[config.mk]
export PLATFORM = sky130hd
export DESIGN_NAME = packet_receiver
export DESIGN_NICKNAME = d
export VERILOG_FILES = /design/src/rtl/packet_receiver.sv
export SDC_FILE = /design/constraint.sdc
export NUM_CORES = 1
export LEC_CHECK = 0
export BUFFER_PORTS_ARGS = -buffer_cell sky130_fd_sc_hd__buf_2
export CAP_MARGIN = 20
export CORE_UTILIZATION = 55
export CTS_CLUSTER_DIAMETER = 50
export DETAILED_ROUTE_END_ITERATION = 10
export GPL_TIMING_DRIVEN = 0
export PLACE_DENSITY_LB_ADDON = 0.12
export SYNTH_ARGS = -nofsm -noshare
export SYNTH_HDL_FRONTEND = slang
export SYNTH_SLANG_ARGS = --single-unit
[constraint.sdc]
create_clock -name clk -period 2.8 [get_ports clk]
set_clock_uncertainty 0.2 [all_clocks]
set_input_delay 0 -clock clk [delete_from_list [all_inputs] [get_ports clk]]
set_output_delay 0 -clock clk [all_outputs]
set_load 0.02 [all_outputs]
[src/rtl/packet_receiver.sv]
// Write-side ingress of the per-port path: stages packet bytes into the fifo row
// and commits a well-formed packet with a single winc pulse on its crc word.
module packet_receiver #(
   parameter int UWIDTH    = 8,
   parameter int PTR_IN_SZ = 4,
   parameter int MAX_DSZ   = 7
) (
   input  logic                 clk,
   input  logic                 rst,
   input  logic                 packet_valid_in,
   input  logic [UWIDTH-1:0]    packet_in,
   input  logic                 wfull,
   output logic                 winc,
   output logic [PTR_IN_SZ-1:0] waddr_in,
   output logic [UWIDTH-1:0]    wdata,
   output logic                 crc_err,
   output logic                 size_err,
   output logic                 frag_err,
   output logic                 ovf_err
);

   // state | meaning
   // IDLE  | waiting for source_id (or catching an overlong byte after crc)
   // DEST  | expecting dest_id
   // SIZE  | expecting size, range-checked against MAX_DSZ
   // DATA  | collecting dsz data bytes
   // CRC   | expecting crc, commit decision
   // DROP  | discarding the rest of a rejected packet
   typedef enum logic [2:0] {
      S_IDLE, S_DEST, S_SIZE, S_DATA, S_CRC, S_DROP
   } state_t;

   localparam int CW = $clog2(MAX_DSZ + 1);

   state_t                 state, state_nxt;
   logic [UWIDTH-1:0]      acc, acc_nxt;
   logic [CW-1:0]          dsz, dsz_nxt;
   logic [CW-1:0]          dcnt, dcnt_nxt;
   logic [CW-1:0]          dcnt_inc;
   logic                   last_crc, last_crc_nxt;
   logic                   winc_nxt, crc_err_nxt, size_err_nxt, frag_err_nxt, ovf_err_nxt;
   logic [PTR_IN_SZ-1:0]   waddr_nxt;
   logic [UWIDTH-1:0]      wdata_nxt;

   assign dcnt_inc = dcnt + CW'(1);

   always_ff @(posedge clk) begin
      if (rst) begin
         state    <= S_IDLE;
         acc      <= '0;
         dsz      <= '0;
         dcnt     <= '0;
         last_crc <= 1'b0;
         winc     <= 1'b0;
         waddr_in <= '0;
         wdata    <= '0;
         crc_err  <= 1'b0;
         size_err <= 1'b0;
         frag_err <= 1'b0;
         ovf_err  <= 1'b0;
      end else begin
         state    <= state_nxt;
         acc      <= acc_nxt;
         dsz      <= dsz_nxt;
         dcnt     <= dcnt_nxt;
         last_crc <= last_crc_nxt;
         winc     <= winc_nxt;
         waddr_in <= waddr_nxt;
         wdata    <= wdata_nxt;
         crc_err  <= crc_err_nxt;
         size_err <= size_err_nxt;
         frag_err <= frag_err_nxt;
         ovf_err  <= ovf_err_nxt;
      end
   end

   always_comb begin
      state_nxt    = state;
      acc_nxt      = acc;
      dsz_nxt      = dsz;
      dcnt_nxt     = dcnt;
      last_crc_nxt = 1'b0;
      winc_nxt     = 1'b0;
      crc_err_nxt  = 1'b0;
      size_err_nxt = 1'b0;
      frag_err_nxt = 1'b0;
      ovf_err_nxt  = 1'b0;
      waddr_nxt    = waddr_in;
      wdata_nxt    = wdata;

      case (state)
         S_IDLE: begin
            if (packet_valid_in) begin
               // a byte right after the crc means the previous packet ran long
               if (last_crc) begin
                  frag_err_nxt = 1'b1;
                  state_nxt    = S_DROP;
               end else if (wfull) begin
                  ovf_err_nxt = 1'b1;
                  state_nxt   = S_DROP;
               end else begin
                  waddr_nxt = '0;
                  wdata_nxt = packet_in;
                  acc_nxt   = packet_in;
                  state_nxt = S_DEST;
               end
            end
         end
         S_DEST: begin
            if (packet_valid_in) begin
               waddr_nxt = PTR_IN_SZ'(1);
               wdata_nxt = packet_in;
               acc_nxt   = acc ^ packet_in;
               state_nxt = S_SIZE;
            end else begin
               frag_err_nxt = 1'b1;
               state_nxt    = S_IDLE;
            end
         end
         S_SIZE: begin
            if (packet_valid_in) begin
               if (packet_in >= UWIDTH'(1) && packet_in <= UWIDTH'(MAX_DSZ)) begin
                  waddr_nxt = PTR_IN_SZ'(2);
                  wdata_nxt = packet_in;
                  acc_nxt   = acc ^ packet_in;
                  dsz_nxt   = packet_in[CW-1:0];
                  dcnt_nxt  = '0;
                  state_nxt = S_DATA;
               end else begin
                  size_err_nxt = 1'b1;
                  state_nxt    = S_DROP;
               end
            end else begin
               frag_err_nxt = 1'b1;
               state_nxt    = S_IDLE;
            end
         end
         S_DATA: begin
            if (packet_valid_in) begin
               waddr_nxt = PTR_IN_SZ'(3) + PTR_IN_SZ'(dcnt);
               wdata_nxt = packet_in;
               acc_nxt   = acc ^ packet_in;
               dcnt_nxt  = dcnt_inc;
               if (dcnt_inc == dsz) state_nxt = S_CRC;
            end else begin
               frag_err_nxt = 1'b1;
               state_nxt    = S_IDLE;
            end
         end
         S_CRC: begin
            if (packet_valid_in) begin
               waddr_nxt    = PTR_IN_SZ'(3) + PTR_IN_SZ'(dsz);
               wdata_nxt    = packet_in;
               last_crc_nxt = 1'b1;
               if (packet_in != acc)  crc_err_nxt = 1'b1;
               else if (wfull)        ovf_err_nxt = 1'b1;
               else                   winc_nxt    = 1'b1;
            end else begin
               frag_err_nxt = 1'b1;
            end
            state_nxt = S_IDLE;
         end
         S_DROP: begin
            if (!packet_valid_in) state_nxt = S_IDLE;
         end
         default: state_nxt = S_IDLE;
      endcase
   end

endmodule

== Yosys cells after proc, flatten, opt, wreduce, memory -nomap -nowiden ==
Index checks and enable logic that the tools add are counted.

* Flip-flop bits (word level): 35
* Latch bits: 0
* Bits in writable memories: 0
* ROM bits: 0
* Input port bits: 12
* Word-level logic and storage cells: 107
* Memories: 0

* Add/subtract/negate cells: 3
* $mul: 0
* Div/mod/pow operators: 0
* Magnitude comparators: 2
* Equal/unequal tests: 19
* Shift-type cells: 0
* Multiplexer cells: 48
* Bitwise operators: 4
* Reduce and logical (&&, ||, !) cells: 19

{| class="wikitable"
|+ Operators with widths
! cell !! number
|-
| 8-bit 2-to-1 mux || 9
|-
| 8-bit one-hot mux with 3 select lines || 2
|-
| 3-bit 2-to-1 mux || 11
|-
| 4-bit 2-to-1 mux || 8
|-
| 4-bit one-hot mux with 5 select lines || 1
|-
| 2-bit inequality test (second input constant) || 9
|-
| 3-bit one-hot mux with 5 select lines || 1
|-
| 7-bit AND reduction || 2
|-
| 1-bit 2-to-1 mux || 12
|-
| 9-bit AND reduction || 1
|-
| 3-bit OR reduction || 3
|-
| 2-bit by 3-bit adder with 4-bit output (first input constant) || 2
|-
| 8-bit by 1-bit >= comparator with 1-bit output (second input constant) || 1
|-
| 8-bit by 3-bit <= comparator with 1-bit output (second input constant) || 1
|-
| 8-bit inequality test || 1
|-
| 4-bit OR reduction || 2
|-
| 8-bit XOR || 1
|-
| 3-bit by 2-bit == test with 1-bit output (second input constant) || 2
|-
| 3-bit == test (second input constant) || 2
|-
| 3-bit one-hot mux with 2 select lines || 1
|-
| 3-bit AND reduction || 2
|-
| 3-bit nonzero test || 2
|-
| 5-bit nonzero test || 1
|-
| 2-bit by 1-bit inequality test with 1-bit output (second input constant) || 2
|-
| 12 further kinds || 16
|}

== Longest topological paths before layout ==
* Depth after elaboration: 5
* Gate-level depth with buffers: 7

== Worst setup path after synthesis ==
OpenSTA, ideal clock, no wires.

* Path type: register -> register
* Start point: register state[0]
* End point: register waddr_in[1]
* Library setup time: 86 ps
* Data arrival time: 1771 ps
* Data required time: 2514 ps
* Slack: 744 ps
* Cell stages (with the launch flop): 8
* Period minus slack after synthesis: 2056 ps
* Path through: dfxtp_1 > buf_4 > nor3b_2 > mux2i_1 > ha_1 > o21ai_0 > a2bb2oi_1 > a211oi_1

* Longest elaborated chain between the ends: 3

{| class="wikitable"
|+ RTL lines
! what !! RTL line !! text
|-
| start: declaration || 35 || <nowiki>state_t state, state_nxt;</nowiki>
|-
| start signal: assignment || 62 || <nowiki>state <= state_nxt;</nowiki>
|-
| 3-bit == test, or another cell as far along || 91 || <nowiki>case (state)</nowiki>
|-
| 5-bit nonzero test (no line) / 2-bit inequality test (equally long branches) || -- ||
|-
| 9-bit AND reduction (no line) || -- ||
|-
| end signal: assignment || 68 || <nowiki>waddr_in <= waddr_nxt;</nowiki>
|-
| end: declaration || 14 || <nowiki>output logic [PTR_IN_SZ-1:0] waddr_in,</nowiki>
|}

Several ways; a longest one is shown, not always the timed one.
A chain may end at the register's enable or synchronous reset.

== Worst setup path in the final report ==
Same ends and word-level chain as after synthesis.

==> reports/results.ini <==
[sta]
grt_setup_unrepaired=no
relSlewSlack_pct=35.7
final-max-slew-violation-count=0
finalSetupTns_ns=0
finalCriticalPeriod_ns=2.36
hold_viol=0
fmax_mhz=423
period_share_pct=84.4
worstMarginPinSlew_ns=0.950
setup_viol=0

[routing]
routed_wl_mm=5.41
drtIter0Drc=121
ant_nets=0
vias_per_cell=5.96
wl_per_cell_um=15.9
dr.pass1.iters=4
vias=2022
drc=0

[yosys]
postSynthAreaPerCell_um2=8.39
synth_cell_type_count=51
synthFlopType=dfxtp_1
synth_fp_nets=260
synth_area_leader_cell=dfxtp_1
yosysMostFrequentCell=dfxtp_1
ys_async_sr_fraction_pct=0
seq_area_frac_synth_pct=34.0
synthCells=246
synth_warnings=0
synth_commonest_cells=dfxtp_1, o21ai_0, a21oi_1, xor2_1, nand3_1
synth_enable_flop_cells=0
syn_area_um2=2060
synth_top_area_share_pct=34.0
synth_area_leaders=dfxtp_1, xor2_1, o21ai_0, a21oi_1, nor2b_1
synth.ff_latch_count=35

[worst_setup_path]
startpoint_type=register
worst_ep_arrival_time_ns=2.38
r2r_end=waddr_in[1]
cp.required_ns=2.82
critical_path_class=reg -> reg
r2r_start=state[0]
crit_fanout=10
reg2reg_depth=7
endpoint_kind=register
r2r_slack_ns=0.44

[finish]
nets=306
utilization_pct=70.9
area_growth_pct=19.2
drive_gt1_share_pct=17.7
layoutNonFillerInstCount=339
fillers=295
diodes=0

[clock_tree]
cts-buffers-inserted=5
insertion_delay_ns=0.30
cts_tree=built
postCtsSetupBuffers=0
cts_sinks=35
h-tree-depth=2
root_buffer=clkbuf_8
clock_path_buffers=2
clk_pin_slew_ns=0.08

[global_routing]
grt_max_degree=13
grt_pass1_wl_mm=8.76
grt_antenna_before_repair=0
gr-total-overflow=0
grt_pass1_vias=1816
grt_usage_pct=28.7

[floorplanning]
start_util_pct=59.5
core-area_um2=3470
fp.dieW_um=63.3
row_count=21
die-area_um2=4000
die_h_um=63.3
ioPinCount=29

[min_path]
hold_path.startpoint=packet_valid_in
holdPathStages=4
hold_class=in -> reg
holdPathEnd=state[1]

[run_status]
status=complete, no violations

[placed_design]
place_inst=320
gp_congestion=0.852
io_buffers=28
dp_hpwl_mm=3.76

[pwr]
swShare_pct=31.5
p_int_uw=790
power_switching_uw=364
power_density_nw_per_um2=469
combPwrFrac_pct=20.7
p_clk_share_pct=32.2
seq_power_share_pct=47.0
leakagePower_nw=0.941
max-vdd-ir-drop_mv=0.308

[flow_run]
drv_cap=0

[cell families after synthesis]
kind of cell / synth area share [%]
AND/OR/NAND/NOR: 22.9
AO/OA/AOI/OAI: 25.6
flip-flops: 34.0
XOR/XNOR: 9.58
buffers and inverters: 5.28
multiplexers: 1.46
adder cells (fa/ha/maj): 1.21
[per-stage QoR]
stage               power [mW]  instance area, um^2  worst slack, ns  hold slack [ns]
floorplan                0.708                 2060            0.744           -0.122
global placement         0.774                 2260            0.536           0.0367
detailed placement       0.778                 2260            0.490           0.0362
CTS                       1.16                 2460            0.457           0.0886
global route              1.21                 2460            0.237           0.0901
finish                    1.15                 2460            0.438           0.0816
[worst max-delay path, stage by stage (launching register included)]
cell	delay, ns
dfxtp_1	0.36
buf_4	0.19
nor3b_2	0.50
mux2i_1	0.26
ha_1	0.27
o21ai_0	0.17
a2bb2oi_1	0.10
a211oi_1	0.22
[power groups by stage]
stage                     logic, mW  registers [mW]  clock network, mW
after global placement        0.222           0.552                  0
after global routing          0.262           0.546              0.397
after floorplan               0.141           0.566                  0
final                         0.239           0.543              0.372
after CTS                     0.237           0.542              0.379
after detailed placement      0.225           0.554                  0
[cell type report]
type	instances	area [um^2]	area share (%)
plain buffers	19	101	4.12
clock buffers	5	68.8	2.80
clock inverters	3	20.0	0.814
well taps	46	57.6	2.34
multi-input cells	190	1250	51.0
flip-flops and latches	35	701	28.5
inverters	2	7.51	0.305
repair buffers	39	250	10.2
[flip-flops by register name, indices dropped and copies added (netlist names)]
register,count
last_crc,1
winc,1
size_err,1
dcnt,3
ovf_err,1
wdata,8
state,3
crc_err,1
waddr_in,4
dsz,3
acc,8
frag_err,1
[layout by cell type (no fill, tap or decap), types with 3 or more instances in the layout]
master         instances
nand4_1               11
a32o_1                 7
nor3_1                 5
o21ai_0               26
nor2_1                10
or3_1                  3
a21oi_1               18
dlygate4sd3_1         11
nand3_1               15
buf_6                  3
nand2_1               14
buf_2                 31
clkbuf_8               5
a31oi_1                3
xnor2_1                3
a211oi_1               4
mux2i_1                3
nor2b_1               13
nand2b_1               4
xor2_1                17
dfxtp_1               35
clkbuf_1              10
[what timing repair did]
| action | 4_1_cts | 5_1_grt |
|---|---|---|
| resized for setup | 0 | 0 |
| endpoints found under the hold margin | 25 | 0 |
| hold buffers | 11 | 0 |
[how the worst max path moves through the flow]
stage / slack (ns) / cells after the start / from / to
after floorplan: 0.74 / 7 / state[0] / waddr_in[1]
after global placement: 0.54 / 7 / state[0] / waddr_in[1]
after detailed placement: 0.49 / 7 / state[0] / waddr_in[1]
after CTS: 0.46 / 7 / packet_in[1] / winc
after global routing: 0.24 / 7 / state[0] / waddr_in[1]
final: 0.44 / 7 / state[0] / waddr_in[1]
[metal layers]
metal / GRT usage, % / wire length, um / up-vias
li1: - / - / 999
met5: 0 / 0 / -
met3: 5.25 / 312 / 13
met1: 36.5 / 2490 / 943
met2: 46.0 / 2460 / 67
met4: 14.8 / 140 / 0
No activity file was read; power rests on OpenSTA's default activity.
